File: src/rtl/multicycle_controller.sv
// Control sequencer for the multi-cycle ARM datapath: main FSM, ALU decoder,
// NZCV flag register and condition check. Optional MemReady handshake under MEM_WAIT_EN.
module multicycle_controller #(
  parameter int STATE_W = 4
) (
  input  logic               clk,
  input  logic               Reset,
  input  logic [3:0]         Cond,
  input  logic [1:0]         Op,
  input  logic [5:0]         Funct,
  input  logic [3:0]         Rd,
  input  logic [3:0]         ALUFlags,
`ifdef MEM_WAIT_EN
  input  logic               MemReady,
`endif
  output logic               PCWrite,
  output logic               MemWrite,
  output logic               RegWrite,
  output logic               IRWrite,
  output logic               AdrSrc,
  output logic [1:0]         ResultSrc,
  output logic               ALUSrcA,
  output logic [1:0]         ALUSrcB,
  output logic [1:0]         ImmSrc,
  output logic [1:0]         RegSrc,
  output logic [1:0]         ALUControl,
  output logic [STATE_W-1:0] State
);

  typedef enum logic [STATE_W-1:0] {
    FETCH    = STATE_W'(0),
    DECODE   = STATE_W'(1),
    MEMADR   = STATE_W'(2),
    MEMREAD  = STATE_W'(3),
    MEMWB    = STATE_W'(4),
    MEMWRITE = STATE_W'(5),
    EXECUTER = STATE_W'(6),
    EXECUTEI = STATE_W'(7),
    ALUWB    = STATE_W'(8),
    BRANCH   = STATE_W'(9)
  } state_t;

  state_t     state;
  logic [3:0] flags;
  logic       cond_ex_reg;
  logic       cond_ex;
  logic       mem_ready;
  logic       next_pc, ir_w, mem_w, reg_w, branch, alu_op;
  logic       no_write, pcs;
  logic [1:0] flag_w;

`ifdef MEM_WAIT_EN
  assign mem_ready = MemReady;
`else
  assign mem_ready = 1'b1;
`endif

  // ARM condition codes against the registered NZCV flags
  always_comb begin
    cond_ex = 1'b0;
    case (Cond)
      4'b0000: cond_ex = flags[2];
      4'b0001: cond_ex = ~flags[2];
      4'b0010: cond_ex = flags[1];
      4'b0011: cond_ex = ~flags[1];
      4'b0100: cond_ex = flags[3];
      4'b0101: cond_ex = ~flags[3];
      4'b0110: cond_ex = flags[0];
      4'b0111: cond_ex = ~flags[0];
      4'b1000: cond_ex = flags[1] & ~flags[2];
      4'b1001: cond_ex = ~(flags[1] & ~flags[2]);
      4'b1010: cond_ex = (flags[3] == flags[0]);
      4'b1011: cond_ex = (flags[3] != flags[0]);
      4'b1100: cond_ex = ~flags[2] & (flags[3] == flags[0]);
      4'b1101: cond_ex = flags[2] | (flags[3] != flags[0]);
      4'b1110: cond_ex = 1'b1;
      default: cond_ex = 1'b0;
    endcase
  end

  always_ff @(posedge clk or posedge Reset) begin
    if (Reset) begin
      state       <= FETCH;
      flags       <= '0;
      cond_ex_reg <= 1'b0;
    end else begin
      if (state == DECODE) cond_ex_reg <= cond_ex;
      if (cond_ex_reg && flag_w[1]) flags[3:2] <= ALUFlags[3:2];
      if (cond_ex_reg && flag_w[0]) flags[1:0] <= ALUFlags[1:0];
      case (state)
        FETCH:    if (mem_ready) state <= DECODE;
        DECODE:
          case (Op)
            2'b01:   state <= MEMADR;
            2'b00:   state <= Funct[5] ? EXECUTEI : EXECUTER;
            2'b10:   state <= BRANCH;
            default: state <= FETCH;
          endcase
        MEMADR:   state <= Funct[0] ? MEMREAD : MEMWRITE;
        MEMREAD:  if (mem_ready) state <= MEMWB;
        MEMWRITE: if (mem_ready) state <= FETCH;
        EXECUTER, EXECUTEI: state <= ALUWB;
        default:  state <= FETCH;
      endcase
    end
  end

  always_comb begin
    next_pc   = 1'b0;
    ir_w      = 1'b0;
    mem_w     = 1'b0;
    reg_w     = 1'b0;
    branch    = 1'b0;
    alu_op    = 1'b0;
    AdrSrc    = 1'b0;
    ResultSrc = 2'b00;
    ALUSrcA   = 1'b0;
    ALUSrcB   = 2'b00;
    case (state)
      FETCH: begin
        ir_w      = mem_ready;
        next_pc   = mem_ready;
        ALUSrcA   = 1'b1;
        ALUSrcB   = 2'b10;
        ResultSrc = 2'b10;
      end
      DECODE: begin
        ALUSrcA   = 1'b1;
        ALUSrcB   = 2'b10;
        ResultSrc = 2'b10;
      end
      MEMADR:   ALUSrcB = 2'b01;
      MEMREAD:  AdrSrc  = 1'b1;
      MEMWB: begin
        ResultSrc = 2'b01;
        reg_w     = 1'b1;
      end
      MEMWRITE: begin
        AdrSrc = 1'b1;
        mem_w  = mem_ready;
      end
      EXECUTER: alu_op = 1'b1;
      EXECUTEI: begin
        alu_op  = 1'b1;
        ALUSrcB = 2'b01;
      end
      ALUWB:    reg_w = 1'b1;
      BRANCH: begin
        ALUSrcB   = 2'b01;
        ResultSrc = 2'b10;
        branch    = 1'b1;
      end
      default: ;
    endcase
  end

  always_comb begin
    ALUControl = 2'b00;
    if (alu_op) begin
      case (Funct[4:1])
        4'b0010: ALUControl = 2'b01;
        4'b0000: ALUControl = 2'b10;
        4'b1100: ALUControl = 2'b11;
        4'b1010: ALUControl = 2'b01;
        default: ALUControl = 2'b00;
      endcase
    end
  end

  assign flag_w[1] = alu_op & Funct[0];
  assign flag_w[0] = alu_op & Funct[0] & ~ALUControl[1];
  // CMP is recognised from the held instruction fields, so it still blocks the ALUWB write
  assign no_write  = (Op == 2'b00) && (Funct[4:1] == 4'b1010);
  assign pcs       = ((Rd == 4'd15) & reg_w) | branch;

  assign PCWrite  = ~Reset & (next_pc | (pcs & cond_ex_reg));
  assign RegWrite = ~Reset & reg_w & cond_ex_reg & ~no_write;
  assign MemWrite = ~Reset & mem_w & cond_ex_reg;
  assign IRWrite  = ~Reset & ir_w;
  assign ImmSrc   = Op;
  assign RegSrc   = {Op == 2'b01, Op == 2'b10};
  assign State    = state;

endmodule

File: config.mk
export PLATFORM = sky130hd
export DESIGN_NAME = multicycle_controller
export DESIGN_NICKNAME = d
export VERILOG_FILES = /design/src/rtl/multicycle_controller.sv
export SDC_FILE = /design/constraint.sdc
export NUM_CORES = 1
export LEC_CHECK = 0
export CORE_UTILIZATION = 43
export DETAILED_ROUTE_END_ITERATION = 8
export GPL_TIMING_DRIVEN = 0
export HOLD_SLACK_MARGIN = 0.1
export PLACE_DENSITY = 0.89
export SYNTH_ARGS = -nofsm -noshare
export SYNTH_HDL_FRONTEND = slang
export SYNTH_SLANG_ARGS = --single-unit
File: constraint.sdc
create_clock -name clk -period 2.5 [get_ports clk]
set_input_delay 0.5 -clock clk [delete_from_list [all_inputs] [get_ports clk]]
set_output_delay 0.5 -clock clk [all_outputs]
set_load 0.02 [all_outputs]
### Word-level counts from Yosys, hierarchy flattened

Index checks and enable logic that the tools add are counted.

* $add $sub $neg: 0
* multipliers: 0
* div/mod/pow operators: 0
* $lt $le $gt $ge: 0
* equality and inequality tests: 31
* shift-type cells: 0
* muxes and demuxes: 16
* bitwise operators: 24
* reduce and logical (&&, ||, !) cells: 14

Operator list (count)
* == test 4 bit (second input constant): 12
* == test 4 x 3 -> 1 bit (second input constant): 8
* == test 4 x 2 -> 1 bit (second input constant): 5
* case mux 4 bit (5 select lines): 1
* case mux 1 bit (15 select lines): 1
* bitwise AND 1 bit: 13
* logical NOT 4 bit: 3
* case mux 4 bit (3 select lines): 1
* OR reduction 2 bit: 5
* == test 4 x 1 -> 1 bit (second input constant): 2
* two-way mux 1 bit: 8
* inverter 1 bit: 8
* case mux 2 bit (2 select lines): 2
* case mux 2 bit (3 select lines): 1
* OR reduction 3 bit: 2
* logical AND 1 bit: 3
* two-way mux 3 bit: 1
* OR 1 bit: 3
* == test 2 x 1 -> 1 bit (second input constant): 1
* == test 2 bit (second input constant): 1
* logical NOT 2 bit: 1
* two-way mux 2 bit: 1
* == test 1 bit: 1
* != test 1 bit: 1

* flip-flop bits (word level): 9
* latch bits: 0
* RAM bits: 0
* memory bits (read-only): 0
* input port bits: 22
* word-level logic and storage cells: 89
* memories: 0

### Longest topological paths before layout

Gate-level depths: netlist of the first run.

* depth after elaboration: 8
* gate-level depth with buffers: 7
* depth with buffers taken out: 5

### Worst setup path after synthesis of the first run

OpenSTA, ideal clock, no wires.

* path kind: input to output
* start point: in Reset
* end point: out RegWrite
* data arrival time: 1638 ps
* required time: 2000 ps
* setup slack: 362 ps
* stages on the path: 4
* buffers on the path: 0
* cell sequence: inv_1 > nand2_1 > or4_1 > a21oi_1

* cells in the longest elaborated chain, start to end: 4

RTL lines
* start: declaration: line 7 `input logic Reset,`
* inverter 1 bit: line 177 `assign RegWrite = ~Reset & reg_w & cond_ex_reg & ~no_write;`
* bitwise AND 1 bit (3 in series): line 177
* end: declaration: line 18 `output logic RegWrite,`

No other way between the ends.

### Worst setup path after layout of the first run

* start point: in Reset
* end point: out MemWrite

* cells in the longest elaborated chain, start to end: 3

RTL lines
* inverter 1 bit: line 178 `assign MemWrite = ~Reset & mem_w & cond_ex_reg;`
* bitwise AND 1 bit (2 in series): line 178
* end: declaration: line 17 `output logic MemWrite,`

No other way between the ends.

==> run_results.csv, run 1 <==
group,metric,value,unit
run_status,status,"finished clean",
finish,nets,173,
clocking,clock-sinks,9,
run,drv_cap,0,
floorplanning,die_h,46.9,um
clocking,cts_hold_buf,0,
timing,slew_headroom,76.4,%
floorplanning,die-area,2200,um^2
critical_path,cp_common_cell,"clkdlybuf4s50_1",
grt,grt_pass1_vias,831,
critical_path,endpoint_kind,"primary output",
timing,rsz0062_at_grt,"no",
synth,synth_area,866,um^2
timing,fmax,406,MHz
critical_path,crit_path_start_kind,"input pin",
finish,area_growth,51.9,%
routing,viasPerCell,5.40,
pwr,leakage,0.529,nW
critical_path,crit_fanout,3,
finish,antenna_cells,0,
pwr,power_density,966,nW/um^2
timing,finalClockSkew,0.00201,ns
floorplanning,ioPinCount,42,
timing,maxSlewViolCount,0,
clocking,clkLatencyLatePin,0.27,ns
critical_path,reg2reg_from,"State[3]",
timing,worstMarginPinSlew,0.349,ns
placement,gp_congestion,0.782,
timing,post-route-period-util,98.6,%
critical_path,r2r-end,"flags[1]",
floorplanning,die_x,46.9,um
pwr,irDropWorstVdd,0.574,mV
hold_path,worstHoldPathCells,1,
synth,synth_edf_count,0,
critical_path,regToRegSetupSlack,0.78,ns
timing,fin_crit,2.46,ns
routing,num_vias,945,
synth,ys_seq_area_share,26.0,%
clocking,cts_tree,"yes",
grt,grt_use_total,23.5,%
synth,ys_ff_latch,9,
routing,ant_nets,0,
clocking,cts-root-buf,"clkbuf_4",
timing,hold_viol,0,
floorplanning,start_util,48.1,%
routing,wl_per_cell,13.5,um
placement,port_buffers,39,
timing,holdWs,0.574,ns
routing,drtIter0Drc,10,
critical_path,crit_slowest_cell,"clkdlybuf4s50_1",
critical_path,timing_worst_setup_path_type,"in -> out",
synth,ys_top_cells_by_area,"dfrtp_1, mux2_2, nor3_1",
synth,ys_async_sr_fraction,100,%
synth,synth_nets,129,
synth,synth_top_area_share,26.0,%
critical_path,slowest_delay,0.64,ns
synth,yosysTopAreaCell,"dfrtp_1",
synth,syn_inst,107,
finish,drive_above_1_share,17.3,%
grt,grt-ovfl-total,0,
placement,dpl.hpwl,1810,um
synth,ys.warnings.count,0,
routing,dr.pass1.iters,4,
critical_path,cp.arrival,1.96,ns
hold_path,worstHoldEndpoint,"flags[1]",
synth,synth.top_cells.by_count,"dfrtp_1, nor2_1, nor3_1, mux2_2, nand2_1",
floorplanning,fp-row-count,15,
critical_path,worstPathCellList,"clkdlybuf4s50_1 > clkinvlp_4 > nand2_1 > nor3_1 > clkdlybuf4s50_1",
hold_path,hp-start,"flags[1]",
grt,grt_max_degree,12,
clocking,htreeDepth,1,
floorplanning,core_area,1800,um^2
critical_path,worst-r2r-cell-count,5,
hold_path,hp-class,"reg -> reg",
finish,post-route-util,73.0,%
clocking,numCtsBuffers,3,
timing,setup_violations,0,
grt,grt_pass1_wl,3640,um
synth,synth_area_per_cell,8.09,um^2
routing,drc,0,
synth,ys_types,35,
grt,antenna_found_initial,0,
clocking,clock_path_buffers,2,
synth,ys.flop_type,"dfrtp_1",
critical_path,worstPathRequired,2.00,ns
clocking,clk_pin_slew,0.06,ns
routing,wl,2370,um
==> where the power goes <==
group	switching (mW)	internal (mW)	total, mW
clock	0.0543	0.0617	0.116
sequential	0.0953	0.208	0.303
combinational	0.438	0.412	0.850
total	0.588	0.682	1.27
==> per-layer routing <==
layer | global-route usage, % | vias up | share of wire, %
met4 | 8.00 | 0 | 0.89
met2 | 39.2 | 32 | 51
met1 | 28.8 | 441 | 43
li1 | - | 466 | -
met3 | 7.31 | 6 | 5.4
met5 | 0 | - | 0
==> stage by stage <==
stage          worst slack, ns  TNS, ns  area (um^2)  instances  power (mW)
2_1_floorplan            0.362        0          866        107       0.822
3_3_place_gp            -0.610    -1.01         1290        171        1.14
3_5_place_dp            -0.618    -1.08         1290        171        1.17
4_1_cts                 0.0590        0         1310        175        1.27
5_1_grt               0.000429        0         1320        175        1.35
6_report                0.0357        0         1320        175        1.27
==> cell usage in the layout (no fill, tap or decap), types with 2 or more instances in the layout <==
cell type	netlist	routed
dlygate4sd2_1	0	4
nor2_1	9	9
nor3_1	9	9
xor2_1	3	3
nor4_1	2	2
a21oi_1	6	5
xnor2_1	4	4
o31ai_1	2	2
buf_6	3	3
dfrtp_1	9	8
nand2_1	7	7
buf_4	2	4
nand3b_1	3	3
inv_1	4	3
mux2_2	7	7
a31oi_1	3	3
o21ai_0	6	6
clkbuf_2	0	2
clkbuf_4	0	3
nand2b_1	6	6
nor2b_1	2	2
clkdlybuf4s50_1	0	33
clkbuf_1	4	3
==> critical path, delay by kind of cell <==
kind	cells	cell delay, ns
simple gates	2	0.24
buf+inv	3	1.22
==> logic make-up (layout without fill, tap and decap cells) <==
group	Yosys count	after routing	synth area share [%]
buf+inv	14	57	9.68
flops	9	9	26.0
compound gates	22	22	16.2
mux	7	7	9.10
xor+xnor	7	7	7.08
simple gates	48	48	31.9
==> layout make-up <==
class	count	area, um^2
fill	151	487
inverter	4	18.8
clock buffer	4	26.3
buffer	9	66.3
sequential	9	226
timing repair buffer	40	385
multi-input combinational	84	561
tap	25	31.3
==> timing repair <==
item | in CTS | in global routing
resized for setup | 11 | 6
endpoints found under the setup margin | 9 | 3
setup buffers | 1 | 0
==> how the worst max path moves through the flow <==
| stage | from | cells past startpoint | slack (ns) | endpoint |
|---|---|---|---|---|
| finish | Reset | 5 | 0.04 | MemWrite |
| global route | Reset | 5 | 0.0004 | MemWrite |
| CTS | Reset | 5 | 0.06 | MemWrite |
| detailed placement | Reset | 6 | -0.62 | RegWrite |
| global placement | Reset | 6 | -0.61 | RegWrite |
| floorplan | Reset | 4 | 0.36 | RegWrite |
No activity file was read; power rests on OpenSTA's default activity.
==> inputs of run 2 (changes only) <==
--- a/config.mk
+++ b/config.mk
@@ -10,6 +10,7 @@
 export GPL_TIMING_DRIVEN = 0
 export HOLD_SLACK_MARGIN = 0.1
 export PLACE_DENSITY = 0.89
+export SKIP_LAST_GASP = 1
 export SYNTH_ARGS = -nofsm -noshare
 export SYNTH_HDL_FRONTEND = slang
 export SYNTH_SLANG_ARGS = --single-unit
==> constraint.sdc (replaced) <==
create_clock -name clk -period 2.5 [get_ports clk]
set_input_delay 0.5 -clock clk [delete_from_list [all_inputs] [get_ports clk]]
set_output_delay 0.5 -clock clk [all_outputs]
set_load 0.005 [all_outputs]
==> run 2 against run 1 <==
  * Sequential power is essentially flat
  * Clock-buffer cell count is the same
  * Clock skew shrank 0.0015 ns
  * Clock power hardly changed
  * Critical path type is now reg -> out
  * Design area rose by 0.57%
  * Maximum frequency up 2.5%
  * Sequential cell count is the same
==> run_results.csv, run 2 (synthesis gave the netlist of run 1 again) <==
group,metric,value,unit
hold_path,hp-class,"in -> async",
floorplanning,ioPinCount,42,
grt,antenna_found_initial,0,
pwr,irDropWorstVdd,0.479,mV
clocking,cts-root-buf,"clkbuf_4",
critical_path,cp.arrival,1.90,ns
critical_path,worstPathRequired,2.00,ns
critical_path,regToRegSetupSlack,0.78,ns
finish,layout_commonest_cell,"clkdlybuf4s50_1",
routing,drtIter0Drc,11,
floorplanning,core_area,1800,um^2
run,drv_cap,0,
critical_path,reg2reg_from,"State[3]",
clocking,numCtsBuffers,3,
timing,worstMarginPinSlew,0.338,ns
timing,slew_headroom,77.5,%
timing,post-route-period-util,96.2,%
finish,drive_above_1_share,16.0,%
timing,hold_viol,0,
timing,fin_crit,2.40,ns
timing,fmax,416,MHz
finish,post-route-util,73.4,%
critical_path,crit_fanout,10,
pwr,power_density,873,nW/um^2
routing,num_vias,938,
clocking,clock-sinks,9,
clocking,cts_tree,"yes",
grt,grt-ovfl-total,0,
timing,finalClockSkew,0.000479,ns
critical_path,crit_path_start_kind,"register",
placement,placed_area,1290,um^2
routing,drc,0,
routing,wl_per_cell,13.3,um
grt,grt_pass1_vias,826,
floorplanning,die_h,46.9,um
floorplanning,start_util,48.1,%
routing,viasPerCell,5.36,
grt,grt_pass1_wl,3610,um
timing,rsz0062_at_grt,"no",
timing,setup_violations,0,
critical_path,r2r-end,"flags[1]",
routing,ant_nets,0,
finish,design_area,1320,um^2
timing,holdWs,0.419,ns
placement,dpl.hpwl,1810,um
routing,wl,2340,um
finish,area_growth,52.7,%
run_status,status,"finished clean",
grt,grt_max_degree,12,
finish,antenna_cells,0,
floorplanning,fp-row-count,15,
clocking,clk_pin_slew,0.06,ns
routing,dr.pass1.iters,4,
finish,mostFrequentLayoutCells,"clkdlybuf4s50_1, nor2_1, nor3_1, dfrtp_1",
critical_path,endpoint_kind,"primary output",
pwr,fin_total_pwr,1.15,mW
floorplanning,die_x,46.9,um
finish,nets,173,
grt,grt_use_total,23.3,%
clocking,htreeDepth,1,
timing,maxSlewViolCount,0,
critical_path,worst-r2r-cell-count,5,
critical_path,timing_worst_setup_path_type,"reg -> out",
placement,port_buffers,39,
pwr,leakage,0.536,nW
floorplanning,die-area,2200,um^2
clocking,clock_path_buffers,2,
clocking,clkLatencyLatePin,0.27,ns
placement,gp_congestion,0.782,
-- run 2: layout make-up --
cell class              instances  area (um^2)
flip-flops and latches          9          226
multi-input cells              84          557
clock buffers                   4         26.3
repair buffers                 40          397
plain buffers                   9         66.3
fillers                       151          479
well taps                      25         31.3
inverters                       4         18.8
-- run 2: worst max-delay path by stage --
stage | from | to | cells past startpoint
final | State[3] | ALUControl[1] | 4
after detailed placement | Reset | RegWrite | 6
after global placement | Reset | RegWrite | 6
after floorplan | Reset | RegWrite | 4
after CTS | Reset | RegWrite | 6
after global routing | State[3] | ALUControl[1] | 4
-- run 2: worst max-delay path, stage by stage (launching register included) --
cell and delay (ns):
dfrtp_1 0.38, buf_6 0.14, nand3b_1 0.27, nor4_2 0.29, clkdlybuf4s50_1 0.54
-- run 2: metrics by stage --
step	worst slack, ns	instances	TNS (ns)
floorplan	0.575	107	0
global placement	-0.507	171	-0.601
detailed placement	-0.515	171	-0.677
CTS	-0.0548	175	-0.0548
global route	0.00264	175	0
finish	0.0953	175	0
-- run 2: power by group --
| group | switching (mW) | total (mW) | internal (mW) |
|---|---|---|---|
| sequential | 0.0961 | 0.304 | 0.208 |
| clock | 0.0534 | 0.115 | 0.0617 |
| combinational | 0.313 | 0.736 | 0.422 |
-- run 2: timing repair --
item	4_1_cts	5_1_grt
endpoints found under the setup margin	5	4
hold endpoints to repair	0	0
gates resized for setup	4	5
gates cloned	0	0
hold buffers	0	0
buffers inserted	1	0
-- run 2: layer usage --
layer | wire length [um] | GRT usage [%] | vias up
li1 | - | - | 464
met3 | 142 | 6.92 | 6
met5 | 0 | 0 | -
met2 | 1170 | 40.0 | 36
met4 | 21 | 6.86 | 0
met1 | 1010 | 28.3 | 432
==> inputs of run 3 (changes only) <==
--- a/config.mk
+++ b/config.mk
@@ -5,7 +5,9 @@
 export SDC_FILE = /design/constraint.sdc
 export NUM_CORES = 1
 export LEC_CHECK = 0
-export CORE_UTILIZATION = 43
+export CELL_PAD_IN_SITES_DETAIL_PLACEMENT = 1
+export CELL_PAD_IN_SITES_GLOBAL_PLACEMENT = 2
+export CORE_UTILIZATION = 23
 export DETAILED_ROUTE_END_ITERATION = 8
 export GPL_TIMING_DRIVEN = 0
 export HOLD_SLACK_MARGIN = 0.1
==> run 3 against run 2 <==
  * Clock-buffer cell count did not move
  * Critical path type unchanged
  * Setup slack got worse by 0.012 ns
  * Sequential share of layout area fell by 0.55 points
  * Largest cell class unchanged
==> run_results.csv, run 3 (synthesis gave the netlist of run 1 again) <==
group,metric,value,unit
critical_path,crit_slowest_cell,"clkdlybuf4s50_1",
placement,dpl.hpwl,2210,um
finish,area_growth,57.8,%
routing,wl,2690,um
critical_path,reg2reg_from,"State[3]",
routing,viasPerCell,4.88,
pwr,irDropWorstVdd,0.275,mV
timing,slew_headroom,69.4,%
pwr,fin_total_pwr,1.21,mW
clocking,numCtsBuffers,3,
timing,fin_crit,2.42,ns
grt,grt_use_total,13.9,%
clocking,clk_pin_slew,0.05,ns
clocking,clock-sinks,9,
run,drv_cap,0,
critical_path,slowest_delay,0.56,ns
critical_path,worstPathCellList,"nand2b_1 > mux2_2 > o22ai_1 > clkdlybuf4s50_1",
timing,setup_violations,0,
hold_path,hp-class,"in -> async",
critical_path,crit_fanout,7,
floorplanning,fp-row-count,21,
pwr,power_density,885,nW/um^2
grt,grt_pass1_vias,945,
grt,grt-ovfl-total,0,
floorplanning,core_area,3470,um^2
timing,rsz0062_at_grt,"no",
clocking,clock_path_buffers,2,
finish,layoutNonFillerInstCount,196,
critical_path,timing_worst_setup_path_type,"reg -> out",
routing,ant_nets,0,
finish,nets,173,
critical_path,worstPathRequired,2.00,ns
run_status,status,"finished clean",
timing,maxSlewViolCount,0,
finish,drive_above_1_share,15.3,%
clocking,cts_tree,"yes",
routing,drc,0,
routing,wl_per_cell,13.7,um
routing,drtIter0Drc,35,
finish,multi_input_area,557,um^2
grt,antenna_found_initial,0,
finish,ff_latch_area,226,um^2
clocking,cts-root-buf,"clkbuf_8",
routing,num_vias,957,
grt,grt_max_degree,12,
finish,fillerInstances,426,
timing,setup_slack,0.0835,ns
floorplanning,ioPinCount,42,
critical_path,endpoint_kind,"primary output",
floorplanning,die_h,63.4,um
grt,grt_pass1_wl,4470,um
routing,dr.pass1.iters,4,
floorplanning,start_util,25.0,%
finish,layout_commonest_cell,"clkdlybuf4s50_1",
timing,fmax,414,MHz
critical_path,worst-r2r-cell-count,5,
placement,dp_slack,-0.589,ns
clocking,htreeDepth,1,
floorplanning,die_x,63.4,um
timing,post-route-period-util,96.7,%
critical_path,cp.arrival,1.92,ns
placement,dp_cells,192,
pwr,leakage,0.540,nW
timing,worstMarginPinSlew,0.459,ns
floorplanning,die-area,4010,um^2
timing,hold_viol,0,
critical_path,r2r-end,"flags[1]",
critical_path,regToRegSetupSlack,0.78,ns
timing,holdWs,0.474,ns
finish,antenna_cells,0,
timing,finalClockSkew,0.00252,ns
critical_path,crit_path_start_kind,"register",
finish,mostFrequentLayoutCells,"clkdlybuf4s50_1, nor2_1, nor3_1, dfrtp_1",
clocking,clkLatencyLatePin,0.23,ns
placement,port_buffers,39,
placement,gp_congestion,0.824,
## run 3: cell counts in the layout (fill, tap and decap cells not counted)
Identical to the previous run, type by type.
## run 3: stage by stage
| stage | cell area [um^2] | util, % | setup TNS (ns) |
|---|---|---|---|
| finish | 1370 | 39.4 | 0 |
| detailed placement | 1310 | 37.9 | -0.856 |
| floorplan | 866 | - | 0 |
| global route | 1370 | 39.4 | 0 |
| global placement | 1310 | 37.9 | -0.720 |
| CTS | 1360 | 39.3 | -0.109 |
## run 3: area by class of cell
class	instances	area share [%]
tap	46	4.21
sequential	9	16.6
clock buffer	4	3.30
timing repair buffer	40	29.0
buffer	9	4.76
multi-input combinational	84	40.8
inverter	4	1.37
## run 3: where the power goes
part	leakage [nW]	internal, mW	total, mW	switching, mW
registers	0.117	0.209	0.306	0.0972
clock network	0.0228	0.111	0.167	0.0560
logic	0.401	0.420	0.736	0.315
total	0.540	0.740	1.21	0.469
## run 3: metal layers
layer	up-vias	track usage (%)	routed length [um]
li1	468	-	-
met1	468	17.3	1190
met2	21	25.0	1410
met3	0	3.44	86
met4	0	0.852	0
met5	-	0	0
## run 3: worst max-delay path by stage
stage,slack [ns],startpoint,end,cells past startpoint
3_5_place_dp,-0.59,Reset,RegWrite,6
5_1_grt,0.02,State[1],AdrSrc,4
2_1_floorplan,0.58,Reset,RegWrite,4
6_report,0.08,State[1],ALUSrcB[0],4
3_3_place_gp,-0.58,Reset,RegWrite,6
4_1_cts,-0.11,Reset,RegWrite,6
## run 3: what timing repair did
item	CTS	global route
setup buffers	1	0
hold endpoints to repair	0	0
setup endpoints to repair	5	2
resized for setup	4	3
hold buffers	0	0
## run 3: critical path, delay by kind of cell (launching register included)
kind,cells,cell delay (ns)
and+or+nand+nor,1,0.23
buffers and inverters,1,0.56
muxes,1,0.28
DFF,1,0.44
AOI/OAI and AO/OA,1,0.19
